`src/rtl/klein_pkg.sv`:
```
// Shared definitions for the byte-serial KLEIN core: FSM state encoding,
// the 4-bit S-box, GF(2^8) xtime and the round count for each key size.
package klein_pkg;

  typedef enum logic [2:0] {
    ST_LOAD_KEY  = 3'd0,
    ST_LOAD_DATA = 3'd1,
    ST_ROUND     = 3'd2,
    ST_FINAL     = 3'd3,
    ST_UNLOAD    = 3'd4
  } klein_state_e;

  // KLEIN 4-bit S-box (an involution).
  function automatic logic [3:0] klein_sbox(input logic [3:0] x);
    logic [3:0] y;
    y = 4'h0;
    case (x)
      4'h0: y = 4'h7;
      4'h1: y = 4'h4;
      4'h2: y = 4'hA;
      4'h3: y = 4'h9;
      4'h4: y = 4'h1;
      4'h5: y = 4'hF;
      4'h6: y = 4'hB;
      4'h7: y = 4'h0;
      4'h8: y = 4'hC;
      4'h9: y = 4'h3;
      4'hA: y = 4'h2;
      4'hB: y = 4'h6;
      4'hC: y = 4'h8;
      4'hD: y = 4'hE;
      4'hE: y = 4'hD;
      default: y = 4'h5;
    endcase
    return y;
  endfunction

  // S-box applied to both nibbles of a byte.
  function automatic logic [7:0] klein_sbox8(input logic [7:0] x);
    return {klein_sbox(x[7:4]), klein_sbox(x[3:0])};
  endfunction

  // Multiply by 2 in GF(2^8), reduction polynomial 0x11B.
  function automatic logic [7:0] klein_xtime(input logic [7:0] x);
    return {x[6:0], 1'b0} ^ (x[7] ? 8'h1B : 8'h00);
  endfunction

  // Round count for a given key length in bytes.
  function automatic int klein_nr(input int kb);
    case (kb)
      8:       return 12;
      10:      return 16;
      default: return 20;
    endcase
  endfunction

endpackage

```
`src/rtl/klein_round.sv`:
```
// Purely combinational KLEIN round: one full round of the data path plus
// one step of the key schedule, from (state, key, rc) to (nstate, nkey).
module klein_round
  import klein_pkg::*;
#(
  parameter int KEY_BYTES = 12
) (
  input  logic [63:0]            state,
  input  logic [KEY_BYTES*8-1:0] key,
  input  logic [4:0]             rc,
  output logic [63:0]            nstate,
  output logic [KEY_BYTES*8-1:0] nkey
);

  localparam int KW = KEY_BYTES * 8;
  localparam int HW = KW / 2;

  logic [63:0] mixed_in;
  logic [63:0] sub;
  logic [63:0] rot;
  logic [HW-1:0] half_a, half_b, a_rot, b_rot, na, nb;

  // AES MixColumns on one 4-byte column, byte 0 in the top bits.
  function automatic logic [31:0] mix_col(input logic [31:0] w);
    logic [7:0] a0, a1, a2, a3;
    {a0, a1, a2, a3} = w;
    return {klein_xtime(a0) ^ klein_xtime(a1) ^ a1 ^ a2 ^ a3,
            a0 ^ klein_xtime(a1) ^ klein_xtime(a2) ^ a2 ^ a3,
            a0 ^ a1 ^ klein_xtime(a2) ^ klein_xtime(a3) ^ a3,
            klein_xtime(a0) ^ a0 ^ a1 ^ a2 ^ klein_xtime(a3)};
  endfunction

  // Data path: add round key, S-boxes, rotate by two bytes, mix both columns.
  always_comb begin
    mixed_in = state ^ key[KW-1 -: 64];
    sub = '0;
    for (int i = 0; i < 8; i++) begin
      sub[8*i +: 8] = klein_sbox8(mixed_in[8*i +: 8]);
    end
    rot    = {sub[47:0], sub[63:48]};
    nstate = {mix_col(rot[63:32]), mix_col(rot[31:0])};
  end

  assign half_a = key[KW-1 -: HW];
  assign half_b = key[HW-1:0];
  assign a_rot  = {half_a[HW-9:0], half_a[HW-1 -: 8]};
  assign b_rot  = {half_b[HW-9:0], half_b[HW-1 -: 8]};

  // Key schedule: Feistel-like swap, round constant into a'[2], S-boxes on b'[1], b'[2].
  always_comb begin
    na = b_rot;
    na[HW-17 -: 8] = b_rot[HW-17 -: 8] ^ {3'b000, rc};
    nb = a_rot ^ b_rot;
    nb[HW-9 -: 8]  = klein_sbox8(a_rot[HW-9 -: 8] ^ b_rot[HW-9 -: 8]);
    nb[HW-17 -: 8] = klein_sbox8(a_rot[HW-17 -: 8] ^ b_rot[HW-17 -: 8]);
    nkey = {na, nb};
  end

endmodule

```
`src/rtl/klein_serial_core.sv`:
```
// Byte-serial, handshaked KLEIN-64/80/96 encryption core.
// Loads key then plaintext MSB first, runs one round per clock, then
// streams the ciphertext MSB first. Optional key reuse between blocks is
// enabled by defining KLEIN_KEYREUSE_EN.
//
// Handshake: a byte moves on a rising edge where valid && ready are both
// high; valid may rise at any time and the core never stores an unaccepted
// beat; out_data is held stable while out_valid is high and out_ready low.
module klein_serial_core
  import klein_pkg::*;
#(
  parameter int KEY_BYTES = 12
) (
  input  logic         ck,
  input  logic         rst_n,
  input  logic [7:0]   in_data,
  input  logic         in_valid,
  output logic         in_ready,
  input  logic         in_newkey,
  output logic [7:0]   out_data,
  output logic         out_valid,
  input  logic         out_ready,
  output logic         busy,
  output klein_state_e dbg_state
);

  localparam int         KW        = KEY_BYTES * 8;
  localparam int         NR        = klein_nr(KEY_BYTES);
  localparam logic [3:0] KCNT_LAST = 4'(KEY_BYTES - 1);
  localparam logic [4:0] RC_LAST   = 5'(NR);

  if (!(KEY_BYTES == 8 || KEY_BYTES == 10 || KEY_BYTES == 12)) begin : g_bad_key_bytes
    $error("klein_serial_core: KEY_BYTES must be 8, 10 or 12");
  end

  klein_state_e  cur, nxt;
  logic [63:0]   state_q;
  logic [KW-1:0] key_q;
  logic [4:0]    rc_q;
  logic [3:0]    kcnt_q;
  logic [2:0]    dcnt_q;
  logic [63:0]   round_state;
  logic [KW-1:0] round_key;
  logic          in_fire, out_fire, first_newkey;

`ifdef KLEIN_KEYREUSE_EN
  logic [KW-1:0] shadow_q;
  assign first_newkey = in_newkey && (dcnt_q == 3'd0);
`else
  logic unused_newkey;
  assign unused_newkey = in_newkey;
  assign first_newkey  = 1'b0;
`endif

  assign in_ready  = (cur == ST_LOAD_KEY) || (cur == ST_LOAD_DATA);
  assign out_valid = (cur == ST_UNLOAD);
  assign busy      = (cur == ST_ROUND) || (cur == ST_FINAL) || (cur == ST_UNLOAD);
  assign out_data  = out_valid ? state_q[63:56] : 8'h00;
  assign dbg_state = cur;
  assign in_fire   = in_valid && in_ready;
  assign out_fire  = out_valid && out_ready;

  klein_round #(.KEY_BYTES(KEY_BYTES)) u_round (
    .state  (state_q),
    .key    (key_q),
    .rc     (rc_q),
    .nstate (round_state),
    .nkey   (round_key)
  );

  // FSM state register.
  always_ff @(posedge ck or negedge rst_n) begin
    if (!rst_n) cur <= ST_LOAD_KEY;
    else        cur <= nxt;
  end

  // FSM next-state logic.
  always_comb begin
    nxt = cur;
    case (cur)
      ST_LOAD_KEY: begin
        if (in_fire && kcnt_q == KCNT_LAST) nxt = ST_LOAD_DATA;
      end
      ST_LOAD_DATA: begin
        if (in_fire) begin
          if (first_newkey)         nxt = ST_LOAD_KEY;
          else if (dcnt_q == 3'd7)  nxt = ST_ROUND;
        end
      end
      ST_ROUND: begin
        if (rc_q == RC_LAST) nxt = ST_FINAL;
      end
      ST_FINAL: nxt = ST_UNLOAD;
      ST_UNLOAD: begin
`ifdef KLEIN_KEYREUSE_EN
        if (out_fire && dcnt_q == 3'd7) nxt = ST_LOAD_DATA;
`else
        if (out_fire && dcnt_q == 3'd7) nxt = ST_LOAD_KEY;
`endif
      end
      default: nxt = ST_LOAD_KEY;
    endcase
  end

  // Data path: shift-in, round iteration, final whitening and shift-out.
  always_ff @(posedge ck or negedge rst_n) begin
    if (!rst_n) begin
      state_q <= '0;
      key_q   <= '0;
      rc_q    <= 5'd1;
      kcnt_q  <= 4'd0;
      dcnt_q  <= 3'd0;
    end else begin
      case (cur)
        ST_LOAD_KEY: begin
          if (in_fire) begin
            key_q  <= {key_q[KW-9:0], in_data};
            kcnt_q <= (kcnt_q == KCNT_LAST) ? 4'd0 : kcnt_q + 4'd1;
          end
        end
        ST_LOAD_DATA: begin
          if (in_fire) begin
            if (first_newkey) begin
              // This byte opens a new key rather than a plaintext block.
              key_q  <= {key_q[KW-9:0], in_data};
              kcnt_q <= 4'd1;
            end else begin
              state_q <= {state_q[55:0], in_data};
              dcnt_q  <= dcnt_q + 3'd1;
            end
          end
        end
        ST_ROUND: begin
          state_q <= round_state;
          key_q   <= round_key;
          rc_q    <= rc_q + 5'd1;
        end
        ST_FINAL: begin
          state_q <= state_q ^ key_q[KW-1 -: 64];
          rc_q    <= 5'd1;
        end
        ST_UNLOAD: begin
          if (out_fire) begin
            state_q <= {state_q[55:0], 8'h00};
            dcnt_q  <= dcnt_q + 3'd1;
`ifdef KLEIN_KEYREUSE_EN
            // Rounds consumed the working key; restore the master key.
            if (dcnt_q == 3'd7) key_q <= shadow_q;
`endif
          end
        end
        default: ;
      endcase
    end
  end

`ifdef KLEIN_KEYREUSE_EN
  // Master-key shadow: captures every key byte as it is loaded.
  always_ff @(posedge ck or negedge rst_n) begin
    if (!rst_n) begin
      shadow_q <= '0;
    end else if (in_fire && (cur == ST_LOAD_KEY || (cur == ST_LOAD_DATA && first_newkey))) begin
      shadow_q <= {shadow_q[KW-9:0], in_data};
    end
  end
`endif

endmodule

```
`config.mk`:
```
export PLATFORM = sky130hd
export DESIGN_NAME = klein_serial_core
export DESIGN_NICKNAME = d
export VERILOG_FILES = /design/src/rtl/klein_pkg.sv /design/src/rtl/klein_round.sv /design/src/rtl/klein_serial_core.sv
export SDC_FILE = /design/constraint.sdc
export NUM_CORES = 1
export LEC_CHECK = 0
export ABC_AREA = 1
export ABC_CLOCK_PERIOD_IN_PS = 2600
export CORE_ASPECT_RATIO = 0.7
export CORE_MARGIN = 2
export CORE_UTILIZATION = 58
export DETAILED_ROUTE_END_ITERATION = 8
export GPL_TIMING_DRIVEN = 1
export HOLD_SLACK_MARGIN = 0.08
export PLACE_DENSITY = 0.75
export SLEW_MARGIN = 30
export SYNTH_ARGS = -nofsm -noshare
export SYNTH_HDL_FRONTEND = slang
export SYNTH_SLANG_ARGS = --single-unit
```
`constraint.sdc`:
```
create_clock -name ck -period 2.6 [get_ports ck]
set_input_delay 0.52 -clock ck [delete_from_list [all_inputs] [get_ports ck]]
set_output_delay 0.52 -clock ck [all_outputs]
set_load 0.01 [all_outputs]
```
# Word level (Yosys, flattened, before mapping)
# Memory sizes are Yosys's and may differ from the RTL's.
# Cells that the tools add are included.
[op_classes] n_mul=0 addsub=3 n_div=0 eq_ne=14 n_mux=25 order_cmp=0 n_bitwise=45 reduce_logical=17 shifts=0
[ops] operator="XOR 8 bit" n=42
[ops] operator="one-hot mux 64 bit (4 select lines)" n=1
[ops] operator="one-hot mux 96 bit (2 select lines)" n=1
[ops] operator="2-to-1 mux 64 bit" n=2
[ops] operator="2-to-1 mux 96 bit" n=1
[ops] operator="XOR 64 bit" n=1
[ops] operator="XOR 48 bit" n=1
[ops] operator="2-to-1 mux 5 bit" n=8
[ops] operator="2-to-1 mux 3 bit" n=7
[ops] operator="one-hot mux 3 bit (5 select lines)" n=1
[ops] operator="inequality test 2 x 1 -> 1 bit (second input constant)" n=5
[ops] operator="one-hot mux 5 bit (2 select lines)" n=1
[ops] operator="2-to-1 mux 8 bit" n=1
[ops] operator="XOR 8 x 5 -> 8 bit" n=1
[ops] operator="equality test 3 x 2 -> 1 bit (second input constant)" n=2
[ops] operator="equality test 3 bit (second input constant)" n=2
[ops] operator="one-hot mux 3 bit (2 select lines)" n=1
[ops] operator="AND reduction 3 bit" n=2
[ops] operator="nonzero test 2 bit" n=3
[ops] operator="adder 5 x 1 -> 5 bit (second input constant)" n=1
[ops] operator="equality test 5 bit (second input constant)" n=1
[ops] operator="AND reduction 5 bit" n=1
[ops] operator="adder 4 x 1 -> 4 bit (second input constant)" n=1
[ops] operator="equality test 4 bit (second input constant)" n=1
[ops] operator="other kinds (9)" n=16
[word_totals] wordCells=130 memories=20 mem_bits_ro=1280 mem_bits_rw=0 reg_bits=175 latchBits=0 out_inout_bits=14
[mem_list] name="(name not given)" depth=16 word_bits=4 read_ports=1 rd_clocked_by_memory_dff=0 write_ports=0 line="klein_pkg.sv:17" text="case (x)"
[mem_list] name="(name not given)" depth=16 word_bits=4 read_ports=1 rd_clocked_by_memory_dff=0 write_ports=0 line="klein_pkg.sv:17"
[mem_list] name="(name not given)" depth=16 word_bits=4 read_ports=1 rd_clocked_by_memory_dff=0 write_ports=0 line="klein_pkg.sv:17"
[mem_list] name="(name not given)" depth=16 word_bits=4 read_ports=1 rd_clocked_by_memory_dff=0 write_ports=0 line="klein_pkg.sv:17"
[mem_list] name="(name not given)" depth=16 word_bits=4 read_ports=1 rd_clocked_by_memory_dff=0 write_ports=0 line="klein_pkg.sv:17"
[mem_list] name="(name not given)" depth=16 word_bits=4 read_ports=1 rd_clocked_by_memory_dff=0 write_ports=0 line="klein_pkg.sv:17"
[mem_list] name="14 more memories"

# Logic depth before layout (Yosys ltp)
# An unclocked memory read counts as a cell.
[logic_depth] depth_word=9 mapped_depth=22

# Cells and area by module
# Synthesis repeated with hierarchy kept, for this count alone.
[unflattened] cells_unflattened=3249 hier_area_um2=19020.7
[by_module_without_submodules] mod="klein_round" area_per_inst_um2=9589.2 instances=1 cells_per_inst=1974 seq_area_each_um2=0.0
[by_module_without_submodules] mod="klein_serial_core" area_per_inst_um2=9431.5 instances=1 cells_per_inst=1275 seq_area_each_um2=4380.5

# Least setup slack after synthesis
# Ideal clock, no wire load.
[synth_timing] path_kind="register to register" start="register state_q[4]" end="register state_q[14]" slack_ps=281 setup_ps=117 required_ps=2483 path_buffers=0 path_stages_with_launch=17 arrival_time_ps=2202 cell_sequence="dfrtp_1 > xnor2_1 > inv_1 > ha_1 > inv_1 > nand2_1 > o21ai_0 > o21ai_1 > inv_1 > nand2_1 > nand2_1 > nand2_1 > nand3_1 > nand3_1 > nand3_1 > nand2_1 > nand2_1"
[synth_between] elab_chain_cells=7
[synth_rtl] item="start, declared" line="klein_serial_core.sv:37" text="logic [63:0] state_q;"
[synth_rtl] item="start signal, assigned" line="klein_serial_core.sv:128" text="state_q <= {state_q[55:0], in_data};"
[synth_rtl] item="start signal, assigned" line="klein_serial_core.sv:134" text="state_q <= round_state;"
[synth_rtl] item="start signal, assigned" line="klein_serial_core.sv:139" text="state_q <= state_q ^ key_q[KW-1 -: 64];"
[synth_rtl] item="XOR 64 bit" line="klein_round.sv:35" text="mixed_in = state ^ key[KW-1 -: 64];"
[synth_rtl] item="memory read (16 x 4 bit)"
[synth_rtl] item="XOR 8 bit (4 in series)" line="klein_round.sv:29" text="a0 ^ a1 ^ klein_xtime(a2) ^ klein_xtime(a3) ^ a3,"
[synth_rtl] item="one-hot mux 64 bit (4 select lines)" line="klein_serial_core.sv:114" text="case (cur)"
# No other way between the ends.
# A chain may end at the register's enable or synchronous reset.

# Worst setup path in the final report
[layout_timing] start="register key_q[92]" end="register state_q[17]"
[layout_between] elab_chain_cells=8
[layout_rtl] item="start, declared" line="klein_serial_core.sv:38" text="logic [KW-1:0] key_q;"
[layout_rtl] item="start signal, assigned" line="klein_serial_core.sv:117" text="key_q <= {key_q[KW-9:0], in_data};"
[layout_rtl] item="start signal, assigned" line="klein_serial_core.sv:125" text="key_q <= {key_q[KW-9:0], in_data};"
[layout_rtl] item="start signal, assigned" line="klein_serial_core.sv:135" text="key_q <= round_key;"
[layout_rtl] item="XOR 64 bit" line="klein_round.sv:35"
[layout_rtl] item="memory read (16 x 4 bit)"
[layout_rtl] item="2-to-1 mux 5 bit" line="klein_pkg.sv:45" text="return {x[6:0], 1'b0} ^ (x[7] ? 8'h1B : 8'h00);"
[layout_rtl] item="XOR 8 bit" line="klein_pkg.sv:45"
[layout_rtl] item="XOR 8 bit (3 in series)" line="klein_round.sv:28" text="a0 ^ klein_xtime(a1) ^ klein_xtime(a2) ^ a2 ^ a3,"
[layout_rtl] item="one-hot mux 64 bit (4 select lines)" line="klein_serial_core.sv:114"
# No other way between the ends.

==> impl_table.tex <==
\begin{tabular}{lr}
\hline
Metric & Value \\
\hline
\multicolumn{2}{l}{\textbf{Cells and area}} \\
Share of the core filled with cells in the final layout & roughly two thirds \\
Post-route non-filler standard cell count & $\sim$3400 \\
Area growth from synthesis to final layout & 16.4\% \\
Layout cell share with drive strength beyond 1 & 12.8\% \\
Number of antenna diodes & 0 \\
Total Nets Final & 3084 \\
\# fillers & 2685 \\
\multicolumn{2}{l}{\textbf{Clock tree}} \\
Insertion delay of the later-clocked pin in the worst-skew pair & 0.46 ns \\
Post-CTS clock slew at the launch and capture registers of the worst setup and hold paths & 0.08 ns \\
Root buffer cell & sky130\_fd\_sc\_hd\_\_clkbuf\_16 \\
Max clock buf depth & 2 \\
Clock buffers created by TritonCTS & 17 \\
Clock H-tree levels & 4 \\
Number of clock sinks & 175 \\
TritonCTS clock tree & yes \\
\multicolumn{2}{l}{\textbf{Setup path}} \\
Critical path startpoint category & flop \\
Maximum fanout along the worst path & 7 \\
Reg-to-reg critical path endpoint & state\_q[17]\$\_DFFE\_PN0P\_ \\
Kind of end point of the critical path & flop \\
Launch instance of the worst register-to-register path & key\_q[92]\$\_DFFE\_PN0P\_ \\
Path depth of the worst reg2reg path & 15 \\
CP Data Arrival Time & 2.89 ns \\
Kind of critical path & reg -> reg \\
Setup slack of the worst register-to-register path & 0.06 ns \\
Worst EP required & 2.95 ns \\
\multicolumn{2}{l}{\textbf{STA}} \\
Transition time at the pin with the least slew margin & 0.787 ns \\
Hold slack final & 0.514 ns \\
Fmax & between 0.3 and 0.4 GHz \\
Worst clock skew & around 0.011 ns \\
RSZ-0062 raised after global routing & yes \\
Count of endpoints failing hold in the final timing report & 0 \\
Final setup violation count & 0 \\
Total count of max-transition violations in the final report & 0 \\
Min cycle time layout & 2.54 ns \\
Slew Limit Headroom & a little under half \\
Share of the clock period used by the worst path & 97.6\% \\
\multicolumn{2}{l}{\textbf{Die}} \\
Std-Cell Core Area & roughly 0.030 mm\^{}2 \\
Effective utilization at floorplan & 59.0\% \\
Die height & 150 um \\
Area of the die & 0.0319 mm\^{}2 \\
I/O Pins & 27 \\
Width of the die & 213 um \\
Placement Rows & 53 \\
\multicolumn{2}{l}{\textbf{Route}} \\
DR pass1 iterations & 6 \\
Average wire length per cell after detail routing & 17.5 um \\
Vias after detailed routing & 19800 \\
Routed wire length & 59700 um \\
DR DRC count & 0 \\
Starting DRC count in detailed routing & approximately 2300 \\
DRT antenna net count & 0 \\
Routed vias/inst & $\sim$5.8 \\
\multicolumn{2}{l}{\textbf{Yosys}} \\
Cell types occupying the most area after synthesis & sky130\_fd\_sc\_hd\_\_nand2\_1 27\%, sky130\_fd\_sc\_hd\_\_dfrtp\_1 25\%, sky130\_fd\_sc\_hd\_\_nand3\_1 7.2\% \\
Area share of the largest cell type after synthesis & 27.2\% \\
Share of the yosys chip area belonging to registers & between 20\% and 30\% \\
Warning count from the yosys run & 0 \\
Summed instance area of the synthesized netlist & 0.0177 mm\^{}2 \\
Synthesized flop and latch total & 175 \\
Net Count, Synth & 2970 \\
Instance count of the mapped netlist & roughly 2900 \\
Number of distinct library cell variants in the gate-level netlist after synthesis & 40 \\
Post-synthesis cell type with the largest combined area & sky130\_fd\_sc\_hd\_\_nand2\_1 \\
Mean area per synthesized cell & $\sim$6.2 um\^{}2 \\
\multicolumn{2}{l}{\textbf{Placement}} \\
Number of port buffers & 25 \\
Detailed placer's ending HPWL & 44500 um \\
Inst Count DP & 3345 \\
RD Place Congestion & 0.950 \\
\multicolumn{2}{l}{\textbf{Global routing}} \\
First-pass GRT wire length & 91700 um \\
Maximum number of pins on one net before global-route repair & 77 \\
GRT Util Overall & 36.9\% \\
Number of global-route vias before repair & around 17000 \\
Initial antenna violation count & 1 \\
Gr ovfl total & 0 \\
\multicolumn{2}{l}{\textbf{Min path}} \\
Worst hold endpoint & dcnt\_q[0]\$\_DFFE\_PN0P\_ \\
Hold Path Class & reg -> reg \\
WHS Path Cells & 1 \\
Startpoint of the worst hold path & dcnt\_q[0]\$\_DFFE\_PN0P\_ \\
\multicolumn{2}{l}{\textbf{Run}} \\
Max-cap violations & 0 \\
\multicolumn{2}{l}{\textbf{Status}} \\
Run status & finished clean \\
\hline
\end{tabular}
[state kept, by name, indices dropped and copies added (netlist names)]
signal	flops
state_q	64
key_q	96
kcnt_q	4
dcnt_q	3
dbg_state	3
rc_q	5
[worst max-delay path: stages (launching register included)]
cell                      delay [ns]
sky130_fd_sc_hd__dfrtp_2        0.46
sky130_fd_sc_hd__buf_4          0.15
sky130_fd_sc_hd__xnor2_1        0.29
sky130_fd_sc_hd__ha_1           0.20
sky130_fd_sc_hd__o21ai_1        0.10
sky130_fd_sc_hd__o21ai_4        0.28
sky130_fd_sc_hd__buf_4          0.17
sky130_fd_sc_hd__nand2_1        0.07
sky130_fd_sc_hd__nand3_1        0.10
sky130_fd_sc_hd__nand2_1        0.12
sky130_fd_sc_hd__inv_1          0.13
sky130_fd_sc_hd__nand3_1        0.08
sky130_fd_sc_hd__nand3_1        0.11
sky130_fd_sc_hd__nand2_1        0.06
sky130_fd_sc_hd__nand2_1        0.06
sky130_fd_sc_hd__nand2_1        0.05
[synthesized netlist by cell type (all sizes together)]
master,n
ha,90
dfrtp,174
a21oi,73
o221ai,27
dfstp,1
o31ai,1
inv,286
nor2,120
o21ai,142
clkinv,5
mux2,2
nand2,1306
nand3,261
or2,4
clkbuf,70
buf,10
nand3b,1
xnor2,85
a22oi,14
a221oi,47
o22ai,32
nand4,6
nor3,3
xor2,85
a41oi,1
o211ai,21
[cell families after synthesis]
family / count (synthesis) / synth area share [%]
compound gates: 358 / 12.8
buf+inv: 371 / 7.96
flops: 175 / 24.8
mux: 2 / 0.127
simple gates: 1701 / 38.7
xor+xnor: 170 / 9.27
fa+ha+maj: 90 / 6.37
[per-layer routing]
metal	vias to the layer above	wire length [um]	GRT usage, %
met2	952	26400	57.3
met3	110	5880	5.37
li1	9406	-	-
met4	0	1600	11.2
met1	9297	25800	53.0
met5	-	0	0
[worst max path at each step]
stage / start / endpoint / slack, ns / cells after the start
after floorplan: state_q[4]$_DFFE_PN0P_ / state_q[14]$_DFFE_PN0P_ / 0.28 / 16
after global placement: key_q[76]$_DFFE_PN0P_ / state_q[56]$_DFFE_PN0P_ / -0.005 / 13
after detailed placement: key_q[68]$_DFFE_PN0P_ / state_q[57]$_DFFE_PN0P_ / -0.01 / 17
after CTS: dbg_state[1]$_DFFE_PN0P_ / busy / 0.003 / 7
after global routing: state_q[9]$_DFFE_PN0P_ / state_q[28]$_DFFE_PN0P_ / -0.08 / 20
final: key_q[92]$_DFFE_PN0P_ / state_q[17]$_DFFE_PN0P_ / 0.06 / 15
[repair_timing]
action | 4_1_cts | 5_1_grt
setup endpoints to repair | 14 | 69
hold buffers | 1 | 0
pin swaps | 1 | 19
endpoints found under the hold margin | 8 | 0
gates resized for setup | 14 | 120
buffers inserted | 3 | 25
[through the flow]
stage	instance area [um^2]	TNS (ns)	worst slack (ns)
after floorplan	17700	0	0.281
after global placement	19200	-0.00471	-0.00471
after detailed placement	19200	-0.0301	-0.0109
after CTS	19900	0	0.00277
after global routing	20600	-0.371	-0.0752
final	20600	0	0.0613
[layout make-up]
class                      count  area [um^2]  share of cell area (%)
multi-input combinational   2321        12400                    60.2
sequential                   175         4400                    21.4
timing repair buffer         175         1550                    7.55
inverter                     291         1100                    5.37
tap                          412          515                    2.51
clock buffer                  18          439                    2.14
clock inverter                14          174                   0.846
[cell usage in the layout, fill, tap and decap left out, types with 61 or more instances in the layout]
master and count:
sky130_fd_sc_hd__a21oi_1 73, sky130_fd_sc_hd__buf_4 135, sky130_fd_sc_hd__dfrtp_1 157, sky130_fd_sc_hd__ha_1 88
sky130_fd_sc_hd__inv_1 246, sky130_fd_sc_hd__nand2_1 1249, sky130_fd_sc_hd__nand3_1 249, sky130_fd_sc_hd__nor2_1 114
sky130_fd_sc_hd__o21ai_0 104, sky130_fd_sc_hd__xnor2_1 66, sky130_fd_sc_hd__xor2_1 61
Power is left out: the tool's default activity adds up to more than one toggle a clock period on the data nets, which glitch-free logic cannot reach.
==> RTL change: new RTL, config.mk and constraints unchanged <==
Add a define of `KLEIN_KEYREUSE_EN`.
--- a/src/rtl/klein_serial_core.sv
+++ b/src/rtl/klein_serial_core.sv
@@ -8,2 +8,4 @@
 // beat; out_data is held stable while out_valid is high and out_ready low.
+`define KLEIN_KEYREUSE_EN
+
 module klein_serial_core
Function: no difference found for any inputs over 4 cycles, from zero or initial values and one cycle with rst_n low; that may be too few to reach the edited logic, so the function may still have changed.
==> RTL change against the unedited design <==
Area after synthesis is 25% higher; routed wire length grew 36%; sequential cell count is 96 higher; worst setup slack worse by 0.034 ns; first-iteration DRC count rose by 39%; cell area up 29%; critical path depth is 2 higher; fmax fell by 1.3%; largest cell class unchanged.
Power is left out: the tool's default activity adds up to more than one toggle a clock period on the data nets, which glitch-free logic cannot reach.
==> RTL change: results (changes against the unedited design) <==
compound-gate portion of the synthesized area=0.146 (+0.0180); outcome=complete, no violations; r2r endpoint=state_q[3]$_DFFE_PN0P_; met1 global-route usage=0.600 (+0.0693); r2r setup slk=0.03 ns (-0.03 ns); Detailed Place HPWL=59.0 mm (+32%); Design Area, Final=0.0264 sq mm (+29%); mux contribution to synthesized area=0.000509 (-0.000766); largest net degree at the start of global routing=86 (+12%); H-tree depth=1 (-3); area occupied by multi-input gates=0.0142 sq mm (+14%); met2 usage=0.569 (-0.00391); vias=24800 (+25%); Syn Nets=3559 (+20%); skew final=0.0237 ns (+0.0131 ns); Data buffer area share=0.0967 (+0.0212); Post-Synth Adder-Cell Area=0.0509 (-0.0129); vias in the first global route=22600 (+31%); Tapcells=488 (+18%); multi-input combinational cell count=2686 (+16%); non-clock buffer count=281 (+61%); nonclk inv count=368 (+26%); gp weighted congestion=1.02 (+7.8%); met3 usage=0.124 (+0.0702); CTS max path bufs=3 (+1); met1 wire length=34.9 mm (+36%); Crit Reg-Reg Startpoint=state_q[8]$_DFFE_PN0P_; synth top area cells=dfrtp_1 31%, nand2_1 24%, nand3_1 6.5%, inv_1 5.9%, o21ai_0 5.3%; Area after DPL=0.0245 sq mm (+28%); post-synthesis xor/xnor area fraction=0.0577 (-0.0350); filler-free cell count of the finished design=4144 (+22%); layout cell share with drive strength beyond 1=0.150 (+0.0220); Inserted Diodes=0 (unchanged); Worst EP arrival=3.06 ns (+0.17 ns); # nets final=3740 (+21%); Worst-path clk slew=0.06 ns (-0.02 ns); sequential cell area share=0.257 (+0.0433); # clk buffers=38 (+20); pre-CTS setup slack=-0.106 ns (-0.0951 ns); CTS buffer count=29 (+12); Critical Path Start=state_q[8]$_DFFE_PN0P_; sequential element share of the synthesized area=0.306 (+0.0584); ClkCell Share=0.0344 (+0.00463); DR pass1 iterations=7 (+1); First DRT Iteration DRCs=3273 (+39%); Synth top cells by count=1420 x nand2_1, 348 x inv_1, 289 x nand3_1; initial antenna violation count=0 (-1); post-CTS sizing=26 (+12); FF-to-FF path depth=17 (+2); Clk Latency, worst-skew pair=0.60 ns (+0.14 ns); met2 wire len=32.5 mm (+23%); drt total wl=81.3 mm (+36%); Fillers=3202 (+19%); Sink Count=271 (+55%); Distinct cells, synth=47 (+18%)
==> RTL change: cell types whose count changed in the layout (fill, tap and decap cells not counted), moves of 32 or more <==
cell     unedited run  this run
xor2_1             61        22
o21ai_0           104       220
nand2_1          1249      1367
buf_4             135       219
inv_1             246       331
nand3_1           249       281
dfrtp_1           157       252
==> RTL change: worst min path at each step <==
stage	from	to	slack (ns)	cells past startpoint
2_1_floorplan	rst_n	dbg_state[0]$_DFFE_PN0P_	0.22	0
3_3_place_gp	shadow_q[34]$_DFFE_PN0P_	shadow_q[34]$_DFFE_PN0P_	0.47	2
3_5_place_dp	shadow_q[38]$_DFFE_PN0P_	shadow_q[38]$_DFFE_PN0P_	0.47	2
4_1_cts	rst_n	key_q[72]$_DFFE_PN0P_	0.47	2
5_1_grt	rst_n	key_q[24]$_DFFE_PN0P_	0.49	2
6_report	rst_n	key_q[24]$_DFFE_PN0P_	0.45	2
